===== src/rtl/shift_unit.sv =====
// -----------------------------------------------------------------------------
// shift_unit
//
// Multi-cycle shifter for the execute stage. Performs SLL, SRL and SRA on an
// n-bit operand by a run-time amount, moving one bit position per clock. The
// control unit starts an operation with a start/done handshake; the result
// register B holds the final value from the done cycle until the next
// accepted start.
//
// Optional feature macro: SHIFT_ROL_EN
//   defined   : op=2'b11 performs rotate-left by one bit per step
//   undefined : op=2'b11 behaves exactly as SLL (no rotate logic built)
//
// Parameters
//   n    operand/result width (>= 2, power of two), default 32
//   SHW  shift-amount width, derived as $clog2(n)
//
// Ports
//   clk    in   1    rising-edge clock
//   rst_n  in   1    asynchronous active-low reset
//   start  in   1    request, sampled only while idle
//   op     in   2    00 SLL, 01 SRL, 10 SRA, 11 ROL/SLL
//   A      in   n    operand, sampled with start
//   shamt  in   SHW  shift amount 0..n-1, sampled with start
//   B      out  n    working/result register
//   busy   out  1    high whenever the unit is not idle
//   done   out  1    one-cycle pulse, B valid while high
// -----------------------------------------------------------------------------
module shift_unit #(
   parameter  int n   = 32,
   localparam int SHW = $clog2(n)
) (
   input  logic           clk,
   input  logic           rst_n,
   input  logic           start,
   input  logic [1:0]     op,
   input  logic [n-1:0]   A,
   input  logic [SHW-1:0] shamt,
   output logic [n-1:0]   B,
   output logic           busy,
   output logic           done
);

   typedef enum logic [1:0] {
      S_IDLE  = 2'b00,
      S_SHIFT = 2'b01,
      S_DONE  = 2'b10
   } state_t;

   localparam logic [1:0] OP_SLL = 2'b00;
   localparam logic [1:0] OP_SRL = 2'b01;
   localparam logic [1:0] OP_SRA = 2'b10;
`ifdef SHIFT_ROL_EN
   localparam logic [1:0] OP_ROL = 2'b11;
`endif

   state_t           r_state;
   logic [1:0]       r_op;
   logic [SHW-1:0]   r_cnt;
   logic [n-1:0]     r_b;
   logic             r_busy;
   logic             r_done;

   logic [n-1:0]     w_step;
   logic             w_last;

   // One-bit step of the working register for the latched operation.
   // Anything not decoded below (including op=11 when rotate is not built)
   // falls through to a logical left shift.
   function automatic logic [n-1:0] step_one(input logic [1:0]   f_op,
                                             input logic [n-1:0] f_b);
      logic [n-1:0] v;
      case (f_op)
         OP_SRL:  v = {1'b0, f_b[n-1:1]};
         OP_SRA:  v = {f_b[n-1], f_b[n-1:1]};
`ifdef SHIFT_ROL_EN
         OP_ROL:  v = {f_b[n-2:0], f_b[n-1]};
`endif
         OP_SLL:  v = {f_b[n-2:0], 1'b0};
         default: v = {f_b[n-2:0], 1'b0};
      endcase
      return v;
   endfunction

   assign w_step = step_one(r_op, r_b);
   // The shift performed while cnt==1 is the final one.
   assign w_last = (r_cnt == SHW'(1));

   // busy and done are registered alongside the state so they change only on
   // clock edges (or immediately on reset) and never glitch.
   always_ff @(posedge clk or negedge rst_n) begin
      if (!rst_n) begin
         r_state <= S_IDLE;
         r_op    <= 2'b00;
         r_cnt   <= '0;
         r_b     <= '0;
         r_busy  <= 1'b0;
         r_done  <= 1'b0;
      end else begin
         case (r_state)
            S_IDLE: begin
               r_done <= 1'b0;
               if (start) begin
                  r_b    <= A;
                  r_op   <= op;
                  r_cnt  <= shamt;
                  r_busy <= 1'b1;
                  // A zero shift skips straight to the result cycle.
                  if (shamt == '0) begin
                     r_state <= S_DONE;
                     r_done  <= 1'b1;
                  end else begin
                     r_state <= S_SHIFT;
                  end
               end else begin
                  r_busy <= 1'b0;
               end
            end

            S_SHIFT: begin
               r_b   <= w_step;
               r_cnt <= r_cnt - SHW'(1);
               if (w_last) begin
                  r_state <= S_DONE;
                  r_done  <= 1'b1;
               end
            end

            S_DONE: begin
               // start is deliberately ignored here; the earliest new
               // request is taken in the following idle cycle.
               r_state <= S_IDLE;
               r_busy  <= 1'b0;
               r_done  <= 1'b0;
            end

            default: begin
               r_state <= S_IDLE;
               r_busy  <= 1'b0;
               r_done  <= 1'b0;
            end
         endcase
      end
   end

   assign B    = r_b;
   assign busy = r_busy;
   assign done = r_done;

endmodule


===== config.mk =====
export PLATFORM = sky130hd
export DESIGN_NAME = shift_unit
export DESIGN_NICKNAME = d
export VERILOG_FILES = /design/src/rtl/shift_unit.sv
export SDC_FILE = /design/constraint.sdc
export NUM_CORES = 1
export LEC_CHECK = 0
export ABC_AREA = 0
export BUFFER_PORTS_ARGS = -buffer_cell sky130_fd_sc_hd__buf_4
export CORE_MARGIN = 10
export CORE_UTILIZATION = 23
export DETAILED_ROUTE_END_ITERATION = 6
export PLACE_DENSITY = 0.42
export SLEW_MARGIN = 40
export SYNTH_ARGS = -nofsm -noshare
export SYNTH_HDL_FRONTEND = slang
export SYNTH_SLANG_ARGS = --single-unit

===== constraint.sdc =====
create_clock -name clk -period 3.3 [get_ports clk]
set_input_delay 0.33 -clock clk [delete_from_list [all_inputs] [get_ports clk]]
set_output_delay 0.33 -clock clk [all_outputs]
set_load 0.05 [all_outputs]

After elaboration in Yosys (flattened, before gate mapping):

Cells that the tools add are included.

* flip-flop bits (word level): 43
* input bits: 42
* output and inout port bits: 34
* word-level logic and storage cells: 37

* add/subtract/negate cells: 1
* eq/ne operators: 7
* muxes and demuxes: 15
* reductions and logical operators: 7

Operators with widths (count)
* case mux 32 bit (2 select lines): 2
* 2-to-1 mux 32 bit: 1
* case mux 5 bit (2 select lines): 1
* 2-to-1 mux 2 bit: 3
* inequality test 2 bit (second input constant): 3
* AND reduction 2 bit: 3
* == test 5 x 1 -> 1 bit (second input constant): 1
* logical NOT 5 bit: 1
* 2-to-1 mux 5 bit: 1
* subtractor 5 x 1 -> 5 bit (second input constant): 1
* == test 2 x 1 -> 1 bit (second input constant): 2
* 2-to-1 mux 1 bit: 4
* case mux 1 bit (2 select lines): 2
* case mux 2 bit (2 select lines): 1
* AND reduction 3 bit: 1
* == test 2 bit (second input constant): 1
* logical NOT 2 bit: 1
* nonzero test 2 bit: 1

Depth between registers and ports, before layout:

Gate-level depths: netlist of the first run.

* word-level depth: 4
* mapped depth: 6
* mapped depth without buffers: 5

Least setup slack after synthesis of the first run:

OpenSTA, ideal clock, no wires.

* kind: register to register
* start: register r_op[0]
* end: register r_b[0], in the netlist B[0]
* data arrival time: 1.510 ns
* data required time: 3.222 ns
* setup slack: 1.712 ns
* cell stages (with the launch flop): 7
* period minus slack after synthesis: 1.588 ns
* cells stage by stage: dfrtp_1 -> inv_1 -> ha_1 -> o21ba_2 -> clkbuf_1 -> a32oi_1 -> a21oi_1

* word-level cells in the longest chain between the ends: 3
* elaborated cells on any way between the ends: 4
* those cells by class: eq/ne (2); mux (2)

Ends and longest elaborated chain
* start: declaration: RTL line 58 `logic [1:0] r_op;`
* start signal: assignment: RTL line 105 `r_op <= op;`
* == test 2 bit / == test 2 x 1 -> 1 bit (equally long branches): RTL line 73 `case (f_op)`
* case mux 32 bit (2 select lines) *: RTL line 73
* case mux 32 bit (2 select lines) *: RTL line 100 `case (r_state)`
* end signal: assignment: RTL line 121 `r_b <= w_step;`
* end: declaration: RTL line 60 `logic [n-1:0] r_b;`

Every way passes the cells marked *; elsewhere a longest branch is shown, timed or not.
A chain may end at the register's enable or synchronous reset.

Worst setup path in the final report of the first run:

* start: register r_op[0]
* end: register r_b[12], in the netlist B[12]

Same word-level chain as after synthesis.

==> results.py, run 1 <==
metrics = {
    "sta": {
        "rsz0062_at_grt": "no",
        "hold_viol": 0,
        "min_period_ns": 2.14,
        "timing.final.ws_setup_ns": 1.16,
        "slew_violations": 0,
        "setup_viol": 0,
        "hold_slack_ns": 0.0312,
        "finalClockSkew_ns": 0.00567,
        "tns_ns": 0,
        "fmax_mhz": 468,
        "max_slew_margin_pct": 51.1,
        "worst_slew_pin_slew_ns": 0.734,
        "finalCritPeriodShare_pct": 64.7,
    },
    "routing": {
        "ant_nets": 0,
        "wl_per_cell_um": 17.6,
        "wirelength_um": 7800,
        "post-route-drc-count": 0,
        "via_count": 2175,
        "avgViaCountPerCell": 4.90,
        "drt_pass1_iterations": 4,
        "dr.first_iter.drc_count": 119,
    },
    "layout": {
        "final_nets": 356,
        "fill_cells": 1050,
        "diodes": 0,
        "syn_to_final_growth_pct": 33.4,
        "post-route-util_pct": 31.3,
        "final_cell_area_um2": 3050,
        "drive_above_1_share_pct": 30.2,
    },
    "critical_path": {
        "required_ns": 3.52,
        "rr_worst_depth": 6,
        "worstPathMaxFanout": 32,
        "critPathCapture": "B[12]$_DFFE_PN0P_",
        "path_class": "flop to flop",
        "cp.arrival_ns": 2.35,
        "startpoint_type": "flop",
        "reg2reg_from": "r_op[0]$_DFFE_PN0P_",
        "cp-startpoint": "r_op[0]$_DFFE_PN0P_",
        "reg2reg_setup_slack_ns": 1.16,
        "rr_endpoint": "B[12]$_DFFE_PN0P_",
        "crit_path_end_kind": "flop",
    },
    "grt": {
        "grt-ovfl-total": 0,
        "gr-usage-met2_pct": 16.8,
        "grt_pass1_vias": 2242,
        "grt_use_total_pct": 10.5,
        "grt_start_max_net_pins": 44,
        "grt_pass1_wl_um": 12500,
        "top_usage_layer": "met2",
        "met3_usage_pct": 2.95,
        "use_met1_pct": 13.9,
        "antenna_found_initial": 0,
    },
    "yosys": {
        "ys_seq_area_share_pct": 47.1,
        "netlist_instances": 246,
        "syn_area_per_cell_um2": 9.29,
        "synthAdderAreaFrac_pct": 2.19,
        "synth.area.mux_share_pct": 1.92,
        "syn_area_um2": 2280,
        "ys_ff_latch": 43,
        "synth_warnings": 0,
        "synth_area_leaders": "dfrtp_1, o21ai_1, a221oi_1, nand2_1, clkbuf_1",
        "yosysTopAreaCell": "dfrtp_1",
        "synth_nets": 292,
        "synth_top_family_by_area": "compound AO/OA/AOI/OAI gates",
        "synthSimpleGateAreaFrac_pct": 10.6,
        "synth_top_area_share_pct": 47.1,
        "ys_types": 36,
        "synthXorXnorAreaFrac_pct": 0,
        "synth_compound_area_share_pct": 32.7,
    },
    "power": {
        "irDropWorstVdd_mv": 0.455,
        "powerDensity_nw_per_um2": 1300,
        "p_leak_nw": 1.33,
    },
    "die": {
        "initial_utilization_pct": 23.5,
        "die_area_um2": 14300,
        "die_height_um": 120,
        "coreArea_um2": 9730,
        "die_x_um": 120,
        "fp-row-count": 36,
        "io_pins": 76,
    },
    "clocking": {
        "insertion_delay_ns": 0.29,
        "clock-root-buffer": "clkbuf_8",
        "postCtsSetupRepairBufs": 0,
        "cts_hold_buf": 0,
        "cts_buffer_depth": 2,
        "cts.sinks": 43,
        "clk_pin_slew_ns": 0.09,
        "cts_tree": "done",
        "htreeDepth": 2,
        "cts_buffers": 5,
        "cts_resized": 0,
    },
    "job": {
        "drv_cap": 0,
    },
    "place": {
        "hpwl_um": 5570,
        "placedInstanceArea_um2": 2970,
        "io_buffers": 75,
        "place.gp.congestion": 0.734,
        "dp_worst_setup_slack_ns": 1.18,
    },
    "worst_hold_path": {
        "hold_class": "primary input to asynchronous set/reset pin",
    },
    "outcome": {
        "status": "finished clean",
    },
}
-- how the worst min path moves through the flow --
stage | cells past startpoint | end | slack, ns | startpoint
final | 1 | B[9]$_DFFE_PN0P_ | 0.03 | rst_n
after global routing | 1 | B[9]$_DFFE_PN0P_ | 0.07 | rst_n
after CTS | 1 | B[9]$_DFFE_PN0P_ | 0.05 | rst_n
after detailed placement | 1 | B[9]$_DFFE_PN0P_ | 0.37 | rst_n
after global placement | 1 | B[9]$_DFFE_PN0P_ | 0.38 | rst_n
after floorplan | 0 | B[0]$_DFFE_PN0P_ | 0.03 | rst_n
-- cells in the mapped netlist --
cell type	number
or4_4	1
o2bb2ai_1	1
nor3b_1	1
o21ba_1	1
o32a_1	1
nor2_1	2
nand2b_1	4
a211oi_1	2
a2bb2oi_1	3
a32oi_1	2
nor4b_1	2
a21oi_1	7
or3b_1	1
ha_1	4
nand3b_1	1
buf_2	7
mux2_2	1
o21ba_2	1
or3_4	1
and3_1	1
mux2_1	2
o21ai_1	60
mux2i_1	1
nand2_1	31
a221oi_1	29
o21bai_1	1
nor2b_1	3
dfrtp_1	43
o21a_1	1
clkbuf_1	16
o22ai_1	1
o21ai_0	2
a21oi_2	2
inv_1	8
nand3_1	1
o21bai_2	1
-- state kept, by name, summed over array words and instances (netlist names) --
register and count:
B 32, r_cnt 5, r_op 2, r_state 2, busy 1, done 1
-- power breakdown --
part	switching, mW	internal (mW)	leakage, nW	total [mW]
Combinational	1.63	0.877	0.760	2.51
Sequential	0.316	0.802	0.523	1.12
Clock	0.189	0.149	0.0422	0.339
-- routing by layer --
metal / routed length (um) / vias up / part of all wire, %
li1: - / 1053 / -
met4: 52 / 0 / 0.67
met5: 0 / - / 0
met3: 498 / 2 / 6.4
met2: 3700 / 66 / 47
met1: 3550 / 1054 / 46
-- cell type report --
| class | instances | area, um^2 | share of cell area (%) |
|---|---|---|---|
| flip-flops and latches | 43 | 1080 | 35.3 |
| repair buffers | 80 | 601 | 19.7 |
| well taps | 133 | 166 | 5.46 |
| clock buffers | 7 | 76.3 | 2.50 |
| clock inverters | 1 | 5.00 | 0.164 |
| multi-input cells | 172 | 1090 | 35.9 |
| inverters | 8 | 30.0 | 0.985 |
-- critical path, cell delays in order, from the launching register on --
cell	delay (ns)
dfrtp_1	0.37
inv_1	0.05
ha_1	0.28
buf_4	0.24
o21ba_2	0.71
a221oi_1	0.20
o21ai_1	0.20
-- logic make-up after synthesis --
group                      Yosys count
and+or+nand+nor                     49
buffers and inverters               31
adders and majority gates            4
AOI/OAI and AO/OA                  115
DFF                                 43
muxes                                4
-- cell usage in the layout, fill, tap and decap left out, types with 3 or more instances in the layout --
cell       Yosys  routed
a221oi_1      29      29
inv_1          8       8
dfrtp_1       43      43
a2bb2oi_1      3       3
ha_1           4       4
nand2_1       31      31
nand2b_1       4       4
buf_4          0      80
o21ai_1       60      60
clkbuf_8       0       5
a21oi_1        7       7
-- through the flow --
stage / total power, mW / std cells
2_1_floorplan: 2.90 / 246
3_3_place_gp: 3.64 / 436
3_5_place_dp: 3.67 / 436
4_1_cts: 4.01 / 444
5_1_grt: 4.27 / 444
6_report: 3.96 / 444
(Power assumes the default switching activity.)
==> run 2, diff against run 1 <==
--- a/config.mk
+++ b/config.mk
@@ -10,7 +10,7 @@
 export CORE_MARGIN = 10
 export CORE_UTILIZATION = 23
 export DETAILED_ROUTE_END_ITERATION = 6
-export PLACE_DENSITY = 0.42
+export PLACE_DENSITY = 0.43
 export SLEW_MARGIN = 40
 export SYNTH_ARGS = -nofsm -noshare
 export SYNTH_HDL_FRONTEND = slang
==> constraint.sdc (replaced) <==
create_clock -name clk -period 1.83 [get_ports clk]
set_input_delay 0.183 -clock clk [delete_from_list [all_inputs] [get_ports clk]]
set_output_delay 0.183 -clock clk [all_outputs]
set_load 0.05 [all_outputs]
==> results.py, run 2 (synthesis gave the netlist of run 1 again) <==
metrics = {
    "critical_path": {
        "critPathMaxStageDelay_ns": 0.38,
        "crit_path_end_kind": "flop",
        "crit_family": "compound AO/OA/AOI/OAI gates",
        "crit_buf_inv": 2,
        "cp_slowest_cell": "dfrtp_1",
        "critPathCapture": "B[10]$_DFFE_PN0P_",
        "cp-startpoint": "r_op[0]$_DFFE_PN0P_",
        "rr_worst_depth": 6,
        "path_class": "flop to flop",
        "worstPathMaxFanout": 18,
        "startpoint_type": "flop",
        "reg2reg_from": "r_op[0]$_DFFE_PN0P_",
        "required_ns": 2.06,
        "rr_endpoint": "B[10]$_DFFE_PN0P_",
        "crit_chain": "inv_1 -> ha_1 -> o21ba_2 -> buf_4 -> a221oi_1 -> o21ai_1",
        "path_depth": 6,
        "reg2reg_setup_slack_ns": 0.22,
        "cp.arrival_ns": 1.85,
    },
    "sta": {
        "setup_viol": 0,
        "tns_ns": 0,
        "hold_viol": 0,
        "max_slew_margin_pct": 60.5,
        "finalCritPeriodShare_pct": 88.2,
        "fmax_mhz": 619,
        "finalClockSkew_ns": 0.00725,
        "min_period_ns": 1.61,
        "hold_slack_ns": 0.107,
        "worst_slew_pin_slew_ns": 0.593,
        "rsz0062_at_grt": "no",
        "slew_violations": 0,
    },
    "layout": {
        "post-route-util_pct": 32.3,
        "mostFrequentLayoutCells": "buf_4, o21ai_1, dfrtp_1",
        "largest_reg_flops": 32,
        "diodes": 0,
        "layout_commonest_cell": "buf_4",
        "syn_to_final_growth_pct": 37.5,
        "final_nets": 366,
        "drive_above_1_share_pct": 32.7,
    },
    "clocking": {
        "clock-root-buffer": "clkbuf_8",
        "cts_tree": "done",
        "postCtsSetupRepairBufs": 0,
        "cts_buffers": 5,
        "cts_buffer_depth": 2,
        "clk_pin_slew_ns": 0.09,
        "insertion_delay_ns": 0.30,
        "cts.sinks": 43,
        "cts_resized": 0,
        "htreeDepth": 2,
    },
    "grt": {
        "grt-ovfl-total": 0,
        "grt_use_total_pct": 10.7,
        "antenna_found_initial": 0,
        "grt_pass1_vias": 2349,
        "grt_pass1_wl_um": 12600,
        "grt_start_max_net_pins": 44,
    },
    "routing": {
        "drt_pass1_iterations": 4,
        "via_count": 2192,
        "wl_met1_um": 3540,
        "wl_per_cell_um": 17.2,
        "dr.max_layer_used": "met4",
        "dr.first_iter.drc_count": 140,
        "avgViaCountPerCell": 4.83,
        "wl_met2_um": 3800,
        "wl_met3_um": 371,
        "wirelength_um": 7810,
        "post-route-drc-count": 0,
        "ant_nets": 0,
    },
    "job": {
        "drv_cap": 0,
    },
    "die": {
        "io_pins": 76,
        "fp-row-count": 36,
        "coreArea_um2": 9730,
        "die_height_um": 120,
        "die_x_um": 120,
        "die_area_um2": 14300,
        "initial_utilization_pct": 23.5,
    },
    "worst_hold_path": {
        "min_from": "op[0]",
        "hold_class": "primary input to flop",
    },
    "place": {
        "io_buffers": 75,
        "place.gp.congestion": 0.732,
        "hpwl_um": 5680,
    },
    "power": {
        "p_leak_nw": 1.38,
        "fin_total_pwr_mw": 7.37,
        "irDropWorstVdd_mv": 0.673,
        "powerDensity_nw_per_um2": 2350,
    },
    "outcome": {
        "status": "finished clean",
    },
}
## run 2: cell types whose count changed in the layout (fill, tap and decap cells not counted)
cell,delta
buf_4,+9
clkbuf_1,-2
clkbuf_8,+2
clkinv_2,-1
clkinvlp_4,+1
dlygate4sd3_1,+1
o21bai_2,+1
o21bai_4,-1
## run 2: worst register-to-register path: cells and delay by family (launching register included)
family          cells  cell delay, ns
fa+ha+maj           1            0.29
flops               1            0.38
compound gates      3            0.56
buf+inv             2            0.31
## run 2: layout make-up
class	count	area, um^2
fillers	1070	6590
multi-input cells	172	1090
flip-flops and latches	43	1080
repair buffers	90	678
well taps	133	166
clock buffers	7	96.3
inverters	8	30.0
clock inverters	1	7.51
## run 2: worst min path at each step
| stage | to | slack [ns] | depth (start not counted) |
|---|---|---|---|
| 6_report | r_op[0]$_DFFE_PN0P_ | 0.11 | 2 |
| 5_1_grt | r_op[0]$_DFFE_PN0P_ | 0.11 | 2 |
| 4_1_cts | r_op[0]$_DFFE_PN0P_ | 0.10 | 2 |
| 3_5_place_dp | B[10]$_DFFE_PN0P_ | 0.23 | 1 |
| 3_3_place_gp | B[10]$_DFFE_PN0P_ | 0.23 | 1 |
| 2_1_floorplan | B[0]$_DFFE_PN0P_ | -0.11 | 0 |
## run 2: repair_timing
action | in CTS | in global routing
hold buffers | 1 | 0
hold endpoints to repair | 43 | 0
setup endpoints to repair | 0 | 0
## run 2: metrics by stage
| step | area, um^2 | cells | worst slack, ns |
|---|---|---|---|
| floorplan | 2280 | 246 | 0.242 |
| global placement | 3030 | 445 | 0.237 |
| detailed placement | 3030 | 445 | 0.247 |
| CTS | 3140 | 454 | 0.213 |
| global route | 3140 | 454 | 0.0808 |
| finish | 3140 | 454 | 0.215 |
## run 2: report_power, final
part / internal, mW / switching, mW
sequential: 1.45 / 0.514
combinational: 1.70 / 3.01
clock: 0.344 / 0.354
## run 2: layer usage
metal | vias to the layer above | track usage (%)
li1 | 1063 | -
met1 | 1061 | 13.9
met2 | 61 | 17.3
met3 | 7 | 2.44
met4 | 0 | 3.02
met5 | - | 0
